$ cat config.mk
export PLATFORM = sky130hd
export DESIGN_NAME = audio_pwm_dac_nch_flat
export DESIGN_NICKNAME = d
export VERILOG_FILES = /design/src/rtl/audio_pwm_dac_nch_if.sv /design/src/rtl/audio_pwm_dac_nch.sv /design/src/flat_wrapper.sv
export SDC_FILE = /design/constraint.sdc
export NUM_CORES = 1
export LEC_CHECK = 0
export CAP_MARGIN = 20
export CORE_ASPECT_RATIO = 1.5
export CORE_MARGIN = 8
export CORE_UTILIZATION = 35
export DETAILED_ROUTE_END_ITERATION = 12
export GPL_TIMING_DRIVEN = 0
export PLACE_DENSITY = 0.56
export SKIP_LAST_GASP = 1
export SLEW_MARGIN = 10
export SYNTH_ARGS = -nofsm -noshare
export SYNTH_HDL_FRONTEND = slang
export SYNTH_SLANG_ARGS = --single-unit
export TNS_END_PERCENT = 5
$ cat constraint.sdc
create_clock -name clk -period 2.2 [get_ports clk]
set_input_delay 0.22 -clock clk [delete_from_list [all_inputs] [get_ports clk]]
set_output_delay 0.22 -clock clk [all_outputs]
set_load 0.02 [all_outputs]
$ cat src/rtl/audio_pwm_dac_nch_if.sv
// audio_pwm_dac_nch_if: frame handshake bundle for the PWM audio DAC.
// One frame carries CHANNELS signed samples, channel k at [k*IN_WIDTH +: IN_WIDTH].
interface audio_pwm_dac_nch_if #(
    parameter int CHANNELS = 2,
    parameter int IN_WIDTH = 16
);
    logic                         s_valid;
    logic                         s_ready;
    logic [CHANNELS*IN_WIDTH-1:0] s_data;

    modport master (
        output s_valid,
        output s_data,
        input  s_ready
    );

    modport slave (
        input  s_valid,
        input  s_data,
        output s_ready
    );
endinterface

$ cat src/rtl/audio_pwm_dac_nch.sv
// audio_pwm_dac_nch: N-channel PWM audio DAC.
// Frames of signed PCM samples are double-buffered and only applied at PWM
// period wraps, so duty changes never produce runt pulses. Mute forces
// midscale; a wrap with no pending frame keeps the old duties and flags underrun.
// Define AUDIO_PWM_DAC_NOISESHAPE_EN to carry the truncated sample LSBs in a
// per-channel error accumulator (first-order noise shaping, needs
// IN_WIDTH > PWM_WIDTH). Without it the samples are plainly truncated.
module audio_pwm_dac_nch #(
    parameter int CHANNELS  = 2,
    parameter int IN_WIDTH  = 16,
    parameter int PWM_WIDTH = 9
) (
    input  logic                  clk,
    input  logic                  rst,
    audio_pwm_dac_nch_if.slave    frame,
    input  logic                  mute,
    output logic [CHANNELS-1:0]   pwm_out,
    output logic                  period_strobe,
    output logic                  underrun
);

    localparam logic [PWM_WIDTH-1:0] MIDSCALE = PWM_WIDTH'(1) << (PWM_WIDTH - 1);
    localparam logic [PWM_WIDTH-1:0] DUTY_MAX = '1;

    logic [PWM_WIDTH-1:0]         cnt;
    logic                         wrap;
    logic                         accept;
    logic                         pending_full;
    logic                         pending_full_next;
    logic [CHANNELS*IN_WIDTH-1:0] pending;
    logic [PWM_WIDTH-1:0]         duty [CHANNELS];

    // Signed top bits to offset binary: flipping the sign bit maps
    // most-negative to 0, zero to midscale and most-positive to full scale.
    function automatic logic [PWM_WIDTH-1:0] to_offset(input logic signed [PWM_WIDTH-1:0] top);
        return $unsigned(top) ^ MIDSCALE;
    endfunction

    assign wrap   = (cnt == DUTY_MAX);
    assign accept = frame.s_valid && frame.s_ready;

    // Pending buffer occupancy: any wrap empties it (transfer or mute drop),
    // an accept fills it. Accept only happens while empty, so both cannot collide
    // on a full buffer; an accept on the wrap cycle stays pending for one period.
    always_comb begin
        pending_full_next = pending_full;
        if (wrap && pending_full) begin
            pending_full_next = 1'b0;
        end
        if (accept) begin
            pending_full_next = 1'b1;
        end
    end

    // Control state: period counter, buffer flag, registered ready and wrap pulses.
    always_ff @(posedge clk) begin
        if (rst) begin
            cnt           <= '0;
            pending_full  <= 1'b0;
            frame.s_ready <= 1'b0;
            period_strobe <= 1'b0;
            underrun      <= 1'b0;
        end else begin
            cnt           <= cnt + 1'b1;
            pending_full  <= pending_full_next;
            frame.s_ready <= !pending_full_next;
            period_strobe <= wrap;
            underrun      <= wrap && !mute && !pending_full;
        end
    end

    // Pending frame data; only the flag is reset, the data is qualified by it.
    always_ff @(posedge clk) begin
        if (accept) begin
            pending <= frame.s_data;
        end
    end

`ifdef AUDIO_PWM_DAC_NOISESHAPE_EN
    localparam int FRAC_W = IN_WIDTH - PWM_WIDTH;

    logic [CHANNELS*IN_WIDTH-1:0] held;
    logic [CHANNELS*IN_WIDTH-1:0] src;
    logic [FRAC_W-1:0]            err [CHANNELS];
    logic [FRAC_W:0]              acc_sum [CHANNELS];
    logic [PWM_WIDTH-1:0]         shaped [CHANNELS];

    // Add the accumulator carry to the duty without wrapping past full scale.
    function automatic logic [PWM_WIDTH-1:0] sat_inc(input logic [PWM_WIDTH-1:0] base,
                                                     input logic carry);
        if (carry && (base == DUTY_MAX)) begin
            return DUTY_MAX;
        end
        return base + PWM_WIDTH'(carry);
    endfunction

    assign src = pending_full ? pending : held;

    // Per-channel shaped duty: top bits in offset binary plus the carry out of
    // accumulating the discarded LSBs.
    always_comb begin
        for (int k = 0; k < CHANNELS; k++) begin
            acc_sum[k] = {1'b0, err[k]} + {1'b0, src[k*IN_WIDTH +: FRAC_W]};
            shaped[k]  = sat_inc(to_offset(src[(k+1)*IN_WIDTH-PWM_WIDTH +: PWM_WIDTH]),
                                 acc_sum[k][FRAC_W]);
        end
    end

    // Active duties, accumulators and the held frame, updated only at wraps.
    // The held frame is re-shaped on underrun so the dither keeps running;
    // mute clears it to zero so later underruns stay at midscale.
    always_ff @(posedge clk) begin
        if (rst) begin
            held <= '0;
            for (int k = 0; k < CHANNELS; k++) begin
                duty[k] <= MIDSCALE;
                err[k]  <= '0;
            end
        end else if (wrap) begin
            if (mute) begin
                held <= '0;
                for (int k = 0; k < CHANNELS; k++) begin
                    duty[k] <= MIDSCALE;
                    err[k]  <= '0;
                end
            end else begin
                if (pending_full) begin
                    held <= pending;
                end
                for (int k = 0; k < CHANNELS; k++) begin
                    duty[k] <= shaped[k];
                    err[k]  <= acc_sum[k][FRAC_W-1:0];
                end
            end
        end
    end
`else
    logic [PWM_WIDTH-1:0] converted [CHANNELS];
    logic                 unused_pending;

    // Sample LSBs below the PWM resolution are only consumed by noise shaping.
    assign unused_pending = ^pending;

    // Truncating conversion of the pending frame.
    always_comb begin
        for (int k = 0; k < CHANNELS; k++) begin
            converted[k] = to_offset(pending[(k+1)*IN_WIDTH-PWM_WIDTH +: PWM_WIDTH]);
        end
    end

    // Active duties, updated only at wraps; underrun leaves them unchanged.
    always_ff @(posedge clk) begin
        if (rst) begin
            for (int k = 0; k < CHANNELS; k++) begin
                duty[k] <= MIDSCALE;
            end
        end else if (wrap) begin
            if (mute) begin
                for (int k = 0; k < CHANNELS; k++) begin
                    duty[k] <= MIDSCALE;
                end
            end else if (pending_full) begin
                for (int k = 0; k < CHANNELS; k++) begin
                    duty[k] <= converted[k];
                end
            end
        end
    end
`endif

    // PWM comparators, registered; a duty loaded at the wrap first shows at cnt=0.
    always_ff @(posedge clk) begin
        if (rst) begin
            pwm_out <= '0;
        end else begin
            for (int k = 0; k < CHANNELS; k++) begin
                pwm_out[k] <= (cnt < duty[k]);
            end
        end
    end

endmodule
$ cat src/flat_wrapper.sv
// flat-port wrapper written by rule: the top's interface ports become plain ports
module audio_pwm_dac_nch_flat 
#(
    parameter int CHANNELS  = 2,
    parameter int IN_WIDTH  = 16,
    parameter int PWM_WIDTH = 9
)
  (clk, rst, mute, pwm_out, period_strobe, underrun, frame_s_valid, frame_s_data, frame_s_ready);
  audio_pwm_dac_nch_if #(.CHANNELS(CHANNELS), .IN_WIDTH(IN_WIDTH)) frame_i ();
  input  logic clk;
  input  logic rst;
  input  logic mute;
  output logic [CHANNELS-1:0] pwm_out;
  output logic period_strobe;
  output logic underrun;
  input wire logic [$bits(frame_i.s_valid)-1:0] frame_s_valid;
  input wire logic [$bits(frame_i.s_data)-1:0] frame_s_data;
  output wire logic [$bits(frame_i.s_ready)-1:0] frame_s_ready;
  assign frame_i.s_valid = frame_s_valid;
  assign frame_i.s_data = frame_s_data;
  assign frame_s_ready = frame_i.s_ready;
  audio_pwm_dac_nch #(.CHANNELS(CHANNELS), .IN_WIDTH(IN_WIDTH), .PWM_WIDTH(PWM_WIDTH)) u_core (.clk(clk), .rst(rst), .frame(frame_i), .mute(mute), .pwm_out(pwm_out), .period_strobe(period_strobe), .underrun(underrun));
endmodule
==> results.ini <==
[finish]
num-fill-cells = 575
nNetsFinal = 249
stdcell_area_um2 = 2600
n_antenna_cell = 0
area_growth_syn_to_layout_pct = 21.2
final_layout_size_suffix_gt1_share_pct = 8.67

[critical_path]
end_kind = flop
start_kind = flop
required_ns = 2.26
reg2reg_setup_slack_ns = 0.08
crit_fanout = 10
critPathKind = flop to flop
crit_arrival_ns = 2.18

[sta]
slew_viol_final = 0
slew_headroom_pct = 46.5
skew_ns = 0.00497
period_needed_ns = 2.12
setup_ws_ns = 0.0832
finalCritPeriodShare_pct = 96.2
setup_viol = 0
finalHoldViolCount = 0
worst_pin_slew_ns = 0.803
fmax_ghz = 0.472
rsz0062_at_grt = no

[cts]
cts_root_buffer = clkbuf_8
cts_tree = yes
cts_num_sinks = 51
clk_latency_ns = 0.30
clockBufferDepth = 2
path_clk_slew_ns = 0.09
cts_buffers = 5
cts-htree-levels = 2
cts.hold.buffers_added = 0

[placement]
port_buffers = 26
dp_hpwl_mm = 2.76
place.gp.congestion = 0.773
post-place-ws_ns = -0.112
postPlaceCellArea_um2 = 2500

[route]
via_per_inst = 4.49
drt_iter0_markers = 61
wl_per_cell_um = 12.9
drc = 0
routed_wl_mm = 3.50
postRouteAntennaNets = 0
dr.pass1.iters = 3
num_vias = 1212

[floorplanning]
io-pin-count = 41
die_w_um = 79.9
core-area_um2 = 6040
start_util_pct = 35.5
die_y_um = 112
die_area_um2 = 8940
row_count = 35

[logic_synthesis]
syn_inst = 161
ys_warn_count = 0
synth_commonest_cells = edfxtp_1 (36), inv_1 (19), ha_1 (18)
synth-edff-count = 36
synth_nets = 215
synth.top_cell.area_share_pct = 50.4
async_flop_share_pct = 0
yosysMostFrequentCell = edfxtp_1
seq_area_frac_synth_pct = 64.4
ys_types = 25
syn_area_per_cell_um2 = 13.3
synth_seq_cells = 51
synth_largest_area_cell = edfxtp_1
synth_area_um2 = 2140
synth_area_leaders = edfxtp_1 (50%), dfxtp_1 (14%), ha_1 (11%)
synthFlopType = edfxtp_1

[power]
ir_drop_mv = 0.371
cellPowerDensity_nw_per_um2 = 670
p_leak_nw = 1.01
power_mw = 1.74

[grt]
grt_pass1_vias = 1314
antenna_found_initial = 0
grt_usage_pct = 8.57
grt_pass1_wl_mm = 5.99
grt-ovfl-total = 0
grt_max_degree = 20

[min_path]
hold_class = input pin to flop

[run]
cap_violations = 0

[outcome]
status = complete, no violations

-- flip-flops by register name, summed over array words and instances (netlist names) --
name	flops
u_core.pending_full	1
u_core.frame.s_ready	1
u_core.cnt	9
u_core.pwm_out	2
u_core.pending	18
u_core.underrun	1
u_core.duty	18
u_core.period_strobe	1
-- metrics by stage --
step           cells   TNS, ns  hold WS [ns]  utilization (%)
6_report         270         0         0.468             43.0
5_1_grt          270         0         0.453             43.0
4_1_cts          270  -0.00296         0.458             42.9
3_5_place_dp     261     -2.22         0.483             41.3
3_3_place_gp     261         0         0.462             41.3
2_1_floorplan    161         0         0.292                -
-- what timing repair did --
action                                  CTS  global route
setup buffers                             1             0
pin swaps                                 1             0
endpoints found under the setup margin   28            18
resized for setup                         1             3
-- cell families (layout without fill, tap and decap cells) --
logic type | count (synthesis) | after routing | synth area share, %
AOI/OAI and AO/OA | 18 | 18 | 5.95
buffers and inverters | 21 | 56 | 3.85
xor gates and xnor gates | 6 | 6 | 2.45
DFF | 51 | 51 | 64.4
and+or+nand+nor | 47 | 47 | 12.8
adders and majority gates | 18 | 18 | 10.5
-- worst max-delay path, stage by stage (launching register included) --
cell and delay (ns):
dfxtp_1 0.44, and3_1 0.25, nand3_1 0.14, nor2_1 0.16, ha_1 0.18, inv_1 0.10
nor4b_4 0.34, buf_4 0.21, nand2_1 0.06
-- per-layer routing --
metal	global-route usage, %	wire [um]
met1	7.81	1250
met2	16.0	2050
met3	2.58	119
met4	4.51	78
met5	0	0
-- where the power goes --
part | leakage (nW) | total [mW] | internal (mW) | switching [mW]
sequential | 0.470 | 1.08 | 1.06 | 0.0163
clock | 0.0418 | 0.539 | 0.229 | 0.310
combinational | 0.503 | 0.123 | 0.0686 | 0.0542
-- layout by cell type, fill, tap and decap left out --
master / netlist / layout
nor4_1: 1 / 1
nand2b_1: 3 / 2
dfxtp_1: 15 / 12
clkbuf_8: 0 / 5
xor2_1: 5 / 5
buf_4: 1 / 2
dfxtp_2: 0 / 3
nor4b_4: 1 / 1
clkbuf_1: 1 / 2
o21a_1: 2 / 2
inv_1: 19 / 19
a21oi_1: 3 / 3
and3_1: 3 / 3
a211oi_1: 2 / 2
a31oi_1: 2 / 2
and2_1: 17 / 17
nand3_1: 5 / 5
nor2b_1: 3 / 3
nor2_1: 10 / 10
and3_2: 1 / 1
xnor2_1: 1 / 1
o21ai_0: 5 / 5
clkinvlp_4: 0 / 1
nand2_1: 3 / 3
o21bai_1: 2 / 2
nand2b_2: 0 / 1
ha_1: 18 / 18
a2111oi_2: 2 / 2
clkdlybuf4s50_1: 0 / 26
edfxtp_1: 36 / 36
inv_6: 0 / 1
-- layout make-up --
cell class | count | area (um2) | area share, %
sequential | 51 | 1390 | 53.3
multi-input combinational | 89 | 682 | 26.2
timing repair buffer | 27 | 268 | 10.3
tap | 74 | 92.6 | 3.56
clock buffer | 6 | 72.6 | 2.79
inverter | 19 | 71.3 | 2.74
clock inverter | 2 | 16.3 | 0.626
buffer | 2 | 11.3 | 0.433
-- final timing paths --
check | start | cells after the start | to
setup / recovery | u_core.cnt[3] | 8 | u_core.duty[0][8]
hold / removal | frame_s_data[7] | 1 | u_core.pending[7]
setup reg to reg | u_core.cnt[3] | 8 | u_core.duty[0][8]
hold reg to reg | u_core.pending_full | 1 | u_core.underrun
Power figures use the tool's default switching activity.
